**src/rtl/spram_arbiter.sv**
```systemverilog
// Two-requester front end for a shared single-port RAM: arbitrates A/B,
// sequences the RAM strobes and captures read data per requester.
module spram_arbiter #(
  parameter int unsigned ADDRWIDTH = 13,
  parameter int unsigned DATAWIDTH = 16,
  parameter bit          PRIO_A    = 1'b0
) (
  input  logic                 clock,
  input  logic                 reset,
  input  logic                 req_a,
  input  logic                 we_a,
  input  logic [ADDRWIDTH-1:0] addr_a,
  input  logic [DATAWIDTH-1:0] din_a,
  output logic                 ack_a,
  output logic [DATAWIDTH-1:0] dout_a,
  input  logic                 req_b,
  input  logic                 we_b,
  input  logic [ADDRWIDTH-1:0] addr_b,
  input  logic [DATAWIDTH-1:0] din_b,
  output logic                 ack_b,
  output logic [DATAWIDTH-1:0] dout_b,
  output logic                 busy,
  output logic [ADDRWIDTH-1:0] ram_address,
  output logic [DATAWIDTH-1:0] ram_data,
  output logic                 ram_wren,
  input  logic [DATAWIDTH-1:0] ram_q
);

  typedef enum logic [1:0] {
    S_IDLE  = 2'd0,
    S_ISSUE = 2'd1,
    S_WAIT  = 2'd2,
    S_DONE  = 2'd3
  } state_t;

  localparam logic SEL_A = 1'b0;
  localparam logic SEL_B = 1'b1;

  state_t               state_q, state_d;
  logic                 sel_q, sel_d;
  logic                 rd_q, rd_d;
  logic                 last_q, last_d;
  logic                 ack_a_q, ack_a_d;
  logic                 ack_b_q, ack_b_d;
  logic                 busy_q, busy_d;
  logic                 wren_q, wren_d;
  logic [ADDRWIDTH-1:0] addr_q, addr_d;
  logic [DATAWIDTH-1:0] data_q, data_d;
  logic [DATAWIDTH-1:0] dout_a_q, dout_a_d;
  logic [DATAWIDTH-1:0] dout_b_q, dout_b_d;
  logic                 grant_b;

  // B wins when alone, or on a tie when round-robin and A was served last.
  assign grant_b = req_b & (~req_a | ((PRIO_A == 1'b0) & (last_q == SEL_A)));

  always_comb begin
    state_d  = state_q;
    sel_d    = sel_q;
    rd_d     = rd_q;
    last_d   = last_q;
    addr_d   = addr_q;
    data_d   = data_q;
    wren_d   = 1'b0;
    ack_a_d  = 1'b0;
    ack_b_d  = 1'b0;
    dout_a_d = dout_a_q;
    dout_b_d = dout_b_q;
    case (state_q)
      S_IDLE: begin
        if (req_a | req_b) begin
          sel_d = grant_b;
          if (grant_b) begin
            addr_d = addr_b;
            data_d = din_b;
            wren_d = we_b;
            rd_d   = ~we_b;
          end else begin
            addr_d = addr_a;
            data_d = din_a;
            wren_d = we_a;
            rd_d   = ~we_a;
          end
          state_d = S_ISSUE;
        end
      end
      S_ISSUE: state_d = S_WAIT;
      S_WAIT: begin
        // RAM output is valid this cycle; capture it and raise ack for DONE.
        if (rd_q) begin
          if (sel_q == SEL_B) dout_b_d = ram_q;
          else                dout_a_d = ram_q;
        end
        ack_a_d = (sel_q == SEL_A);
        ack_b_d = (sel_q == SEL_B);
        state_d = S_DONE;
      end
      S_DONE: begin
        last_d  = sel_q;
        state_d = S_IDLE;
      end
      default: state_d = S_IDLE;
    endcase
    busy_d = (state_d != S_IDLE);
  end

  always_ff @(posedge clock) begin
    if (reset) begin
      state_q  <= S_IDLE;
      sel_q    <= SEL_A;
      rd_q     <= 1'b0;
      last_q   <= SEL_B;
      ack_a_q  <= 1'b0;
      ack_b_q  <= 1'b0;
      busy_q   <= 1'b0;
      wren_q   <= 1'b0;
      addr_q   <= '0;
      data_q   <= '0;
      dout_a_q <= '0;
      dout_b_q <= '0;
    end else begin
      state_q  <= state_d;
      sel_q    <= sel_d;
      rd_q     <= rd_d;
      last_q   <= last_d;
      ack_a_q  <= ack_a_d;
      ack_b_q  <= ack_b_d;
      busy_q   <= busy_d;
      wren_q   <= wren_d;
      addr_q   <= addr_d;
      data_q   <= data_d;
      dout_a_q <= dout_a_d;
      dout_b_q <= dout_b_d;
    end
  end

  assign ack_a       = ack_a_q;
  assign ack_b       = ack_b_q;
  assign dout_a      = dout_a_q;
  assign dout_b      = dout_b_q;
  assign busy        = busy_q;
  assign ram_address = addr_q;
  assign ram_data    = data_q;
  assign ram_wren    = wren_q;

endmodule

```
**config.mk**
```make
export PLATFORM = sky130hd
export DESIGN_NAME = spram_arbiter
export DESIGN_NICKNAME = d
export VERILOG_FILES = /design/src/rtl/spram_arbiter.sv
export SDC_FILE = /design/constraint.sdc
export NUM_CORES = 1
export LEC_CHECK = 0
export BUFFER_PORTS_ARGS = -buffer_cell sky130_fd_sc_hd__buf_2
export CAP_MARGIN = 15
export CORE_MARGIN = 2
export CORE_UTILIZATION = 40
export DETAILED_ROUTE_END_ITERATION = 16
export MAX_ROUTING_LAYER = met4
export PLACE_DENSITY_LB_ADDON = 0.3
export SLEW_MARGIN = 20
export SYNTH_ARGS = -nofsm -noshare
export SYNTH_HDL_FRONTEND = slang
export SYNTH_SLANG_ARGS = --single-unit
```
**constraint.sdc**
```tcl
create_clock -name clock -period 1.8 [get_ports clock]
set_clock_uncertainty 0.2 [all_clocks]
set_input_delay 0.18 -clock clock [delete_from_list [all_inputs] [get_ports clock]]
set_output_delay 0.18 -clock clock [all_outputs]
set_load 0.005 [all_outputs]
```
# ---- After elaboration in Yosys (flattened, before gate mapping)
# Index checks and enable logic that the tools add are counted.
dict set report totals {
  regBits 70
  inputBits 80
  output_inout_bits 65
  elab_cells 39
}
dict set report op_classes {
  eq_ne 3
  n_mux 6
  bitwise_logic 11
  n_reduce_logical 7
}
# operator n
set op_table {}
lappend op_table {{$mux W16} 1}
lappend op_table {{$mux W13} 1}
lappend op_table {{$not A1 Y1} 8}
lappend op_table {{$pmux W2 S4} 1}
lappend op_table {{$reduce_and A3 Y1} 2}
lappend op_table {{$eq A2 B2 Y1 const B} 2}
lappend op_table {{$reduce_or A3 Y1} 1}
lappend op_table {{$eq A2 B1 Y1 const B} 1}
lappend op_table {{$logic_not A2 Y1} 1}
lappend op_table {{$mux W1} 2}
lappend op_table {{$mux W2} 1}
lappend op_table {{$or A1 B1 Y1} 2}
lappend op_table {{$reduce_and A2 Y1} 1}
lappend op_table {{$reduce_bool A2 Y1} 1}
lappend op_table {{$reduce_or A2 Y1} 1}
lappend op_table {{$and A1 B1 Y1} 1}

# ---- Logic depth before layout (Yosys ltp)
dict set report logic_depth {
  depth_word 4
  depth_mapped 7
  ltp_nobuf 5
}

# ---- Least setup slack after synthesis
# Ideal clock, no wire load.
dict set report synth_path {
  path_type {flip-flop to flip-flop}
  startpoint {register state_q[0]}
  endpoint {register dout_b_q[10] (netlist: dout_b[10])}
  setup_time_ns 0.070
  arrival_ns 1.307
  required_time_ns 1.530
  path_slack_ns 0.223
  path_stages_with_launch 7
  path_buffers 1
  synth_period_minus_slack_ns 1.577
  cell_sequence {dfxtp_1 inv_1 ha_1 nand3_1 clkbuf_1 nand2_1 a21oi_1}
}
dict set report synth_between {
  elab_chain_cells 2
}
# element line_no
set synth_lines {}
lappend synth_lines {{start, declared} 39} ;# state_t state_q, state_d;
lappend synth_lines {{start signal, assigned} 121} ;# state_q <= state_d;
lappend synth_lines {{$eq A2 B2 Y1} 68} ;# case (state_q)
lappend synth_lines {{$reduce_and A3 Y1 (no source line)} n/a}
lappend synth_lines {{end signal, assigned} 132} ;# dout_b_q <= dout_b_d;
lappend synth_lines {{end, declared} 50} ;# logic [DATAWIDTH-1:0] dout_b_q, dout_b_d;
# No other way between the ends.
# A chain may end at the register's enable or synchronous reset.

# ---- Worst setup path after layout
dict set report layout_path {
  startpoint {register state_q[1]}
  endpoint {register data_q[1] (netlist: ram_data[1])}
}
dict set report layout_between {
  elab_chain_cells 2
}
# element line_no
set layout_lines {}
lappend layout_lines {{$logic_not A2 Y1} 68}
lappend layout_lines {{$reduce_and A2 Y1 (no source line)} n/a}
lappend layout_lines {{end signal, assigned} 130} ;# data_q <= data_d;
lappend layout_lines {{end, declared} 48} ;# logic [DATAWIDTH-1:0] data_q, data_d;
# No other way between the ends.

==> flow_summary_export.csv <==
group,metric,value,unit
die,io_pins,145,
cells_and_area,final_common_cell,"buf_2",
pwr,switchingPower,1760,uW
drt,viasPerCell,4.88,
drt,highest_layer,"met4",
yosys,syn_nets,423,
cells_and_area,drive_above_1_share,33.0,%
cts,cts_setup_buffers,0,
yosys,ys_ff_latch,70,
cells_and_area,syn_to_final_growth,63.3,%
min_path,hold_class,"primary input to register",
drt,drtIter0Drc,117,
sta,worst_pin_slew,400,ps
grt,gr-total-overflow,0,
sta,relSlewSlack,73.3,%
yosys,ys_seq_area_share,50.0,%
setup_path,cp_cell_sequence,"inv_1 -> ha_1 -> o21ai_2 -> buf_12 -> a21oi_1 -> a211oi_1",
pwr,p_sw_share,33.4,%
pwr,p_per_area,1150,mW/mm2
setup_path,critical_path_buf_inv_count,2,
sta,fmax,582,MHz
setup_path,crit_family,"compound AO/OA/AOI/OAI gates",
setup_path,crit_slowest_cell,"dfxtp_1",
sta,layout_min_cycle_time,1720,ps
die,dieArea,0.00770,mm2
run_status,status,"completed",
yosys,yosysUniqueCellTypes,28,
drt,drc_errors,0,
drt,drt_pass1_iterations,4,
drt,post_drt_wl_per_cell,13.8,um
pwr,seqPwrFrac,38.8,%
cells_and_area,final_cell_mix,"buf_2 (144), nand2_1 (96), dlygate4sd3_1 (73)",
cells_and_area,fill_cells,531,
cts,cts.sinks,70,
sta,setup_viol,0,
grt,track_usage,24.1,%
yosys,syn_inst,339,
die,rows,30,
setup_path,max_stage_delay,380,ps
setup_path,crit_path_max_fanout,20,
pwr,p_int,3520,uW
sta,period_share,95.5,%
cells_and_area,diodes,0,
cts,clock_latency,340,ps
grt,grt_max_degree,34,
placed_design,gp_congestion,0.782,
drt,antenna_left,0,
setup_path,cp.required,1830,ps
placed_design,hpwl,5.24,mm
drt,wl_met1,3.88,mm
sta,whs,15.4,ps
grt,antenna_found_initial,0,
drt,dr_wl_met2,4.10,mm
die,fp.dieW,87.7,um
die,core-area,0.00679,mm2
cts,clkSlewWorstSetupHoldPaths,80,ps
pwr,finalPower,5280,uW
yosys,synth_area_per_cell,8.27,um2
sta,slew_violations,0,
yosys,synth_warnings,0,
pwr,ir_drop,0.594,mV
setup_path,path_class,"register to register",
cts,tritoncts,"done",
grt,grt_pass1_wl,13.9,mm
cells_and_area,stdcell_count,651,
die,initial_core_util,41.3,%
drt,wl,8.96,mm
cts,numCtsBuffers,9,
grt,grt_pass1_vias,3049,
run,drv_cap,0,
pwr,p_comb_share,34.7,%
setup_path,cp-end-kind,"register",
pwr,leakagePower,0.00210,uW
placed_design,io_buffers,144,
cts,root_buffer,"clkbuf_8",
die,dieHeight,87.7,um
cts,clk_path_buf_depth,2,
yosys,syn_area,0.00281,mm2
cells_and_area,nets,634,
pwr,power_frac_clock,26.5,%
setup_path,arrival,1750,ps
drt,vias,3178,
placed_design,dp.cells,562,
cts,cts_max_level,3,
drt,route.met3.wl,702,um
setup_path,worst_setup_path_start_kind,"register",
sta,final_hold_viol_count,0,
per-layer routing:
| metal | vias to the layer above | track usage, % |
|---|---|---|
| li1 | 1564 | - |
| met1 | 1434 | 29.0 |
| met2 | 156 | 37.6 |
| met3 | 24 | 6.41 |
| met4 | 0 | 10.9 |
| met5 | - | - |
per-stage QoR:
step / TNS [ps] / setup slack [ps] / cell area [um2] / util (%)
after global routing: -7.96 / -7.96 / 4580 / 67.4
after floorplan: 0 / 223 / 2810 / -
after CTS: 0 / 26.7 / 4570 / 67.3
final: 0 / 81.5 / 4580 / 67.4
after global placement: 0 / 87.6 / 3630 / 53.4
after detailed placement: 0 / 13.1 / 3630 / 53.4
area by class of cell:
type | count | area, um2 | share of cell area [%]
clock inverter | 7 | 97.6 | 2.13
sequential | 70 | 1400 | 30.6
inverter | 2 | 7.51 | 0.164
multi-input combinational | 241 | 1260 | 27.6
timing repair buffer | 226 | 1570 | 34.2
clock buffer | 9 | 124 | 2.70
tap | 96 | 120 | 2.62
power groups by stage:
| stage | Clock, uW | Sequential [uW] | Combinational [uW] |
|---|---|---|---|
| after global routing | 1500 | 2080 | 2030 |
| after floorplan | 0 | 2080 | 1010 |
| after global placement | 0 | 2060 | 1640 |
| after detailed placement | 0 | 2070 | 1680 |
| after CTS | 1430 | 2040 | 1800 |
| final | 1400 | 2050 | 1830 |
synthesized netlist by cell type:
cell / count / area [um2]
a211o_1: 1 / 8.76
a211oi_1: 22 / 165
a211oi_2: 10 / 125
a21bo_1: 1 / 10.0
a21boi_4: 1 / 18.8
a21oi_1: 61 / 305
a22oi_1: 1 / 7.51
and3_1: 1 / 6.26
and3b_1: 2 / 17.5
buf_1: 2 / 7.51
buf_2: 13 / 65.1
buf_4: 4 / 30.0
buf_6: 1 / 11.3
clkbuf_1: 6 / 22.5
dfxtp_1: 70 / 1400
ha_1: 4 / 50.1
inv_1: 2 / 7.51
nand2_1: 96 / 360
nand3_1: 1 / 5.00
nand3b_1: 1 / 7.51
nor2_1: 31 / 116
nor2b_1: 2 / 12.5
nor3_1: 1 / 5.00
nor3b_1: 1 / 7.51
o21a_1: 1 / 7.51
o21ai_2: 1 / 8.76
o2bb2ai_1: 1 / 8.76
or2_1: 1 / 6.26
what timing repair did:
item | 4_1_cts | 5_1_grt
resized for setup | 1 | 1
pin swaps | 0 | 0
hold buffers | 72 | 1
hold endpoints to repair | 66 | 1
endpoints found under the setup margin | 1 | 16
tightest hold or removal path, stage by stage:
cell and delay (ps):
buf_2 70, a21oi_1 60, a211oi_2 200
cells by family after synthesis:
family / synth area share [%]
buffers and inverters: 5.13
AO/OA/AOI/OAI: 23.7
flip-flops: 50.0
AND/OR/NAND/NOR: 19.4
adder cells (fa/ha/maj): 1.78
registers in the layout, summed over array words and instances, names as in the netlist:
signal,count
ack_a,1
ram_wren,1
state_q,2
busy,1
last_q,1
dout_b,16
ram_data,16
sel_q,1
dout_a,16
ack_b,1
ram_address,13
rd_q,1
path summary, 6_finish.rpt:
kind,start,endpoint,slack (ps),depth (start not counted)
max,state_q[1],ram_data[1],80,6
min,addr_b[11],ram_address[11],20,3
max reg2reg,state_q[1],ram_data[1],80,6
min reg2reg,dout_b[5],dout_b[5],250,2
(Power assumes the default switching activity.)
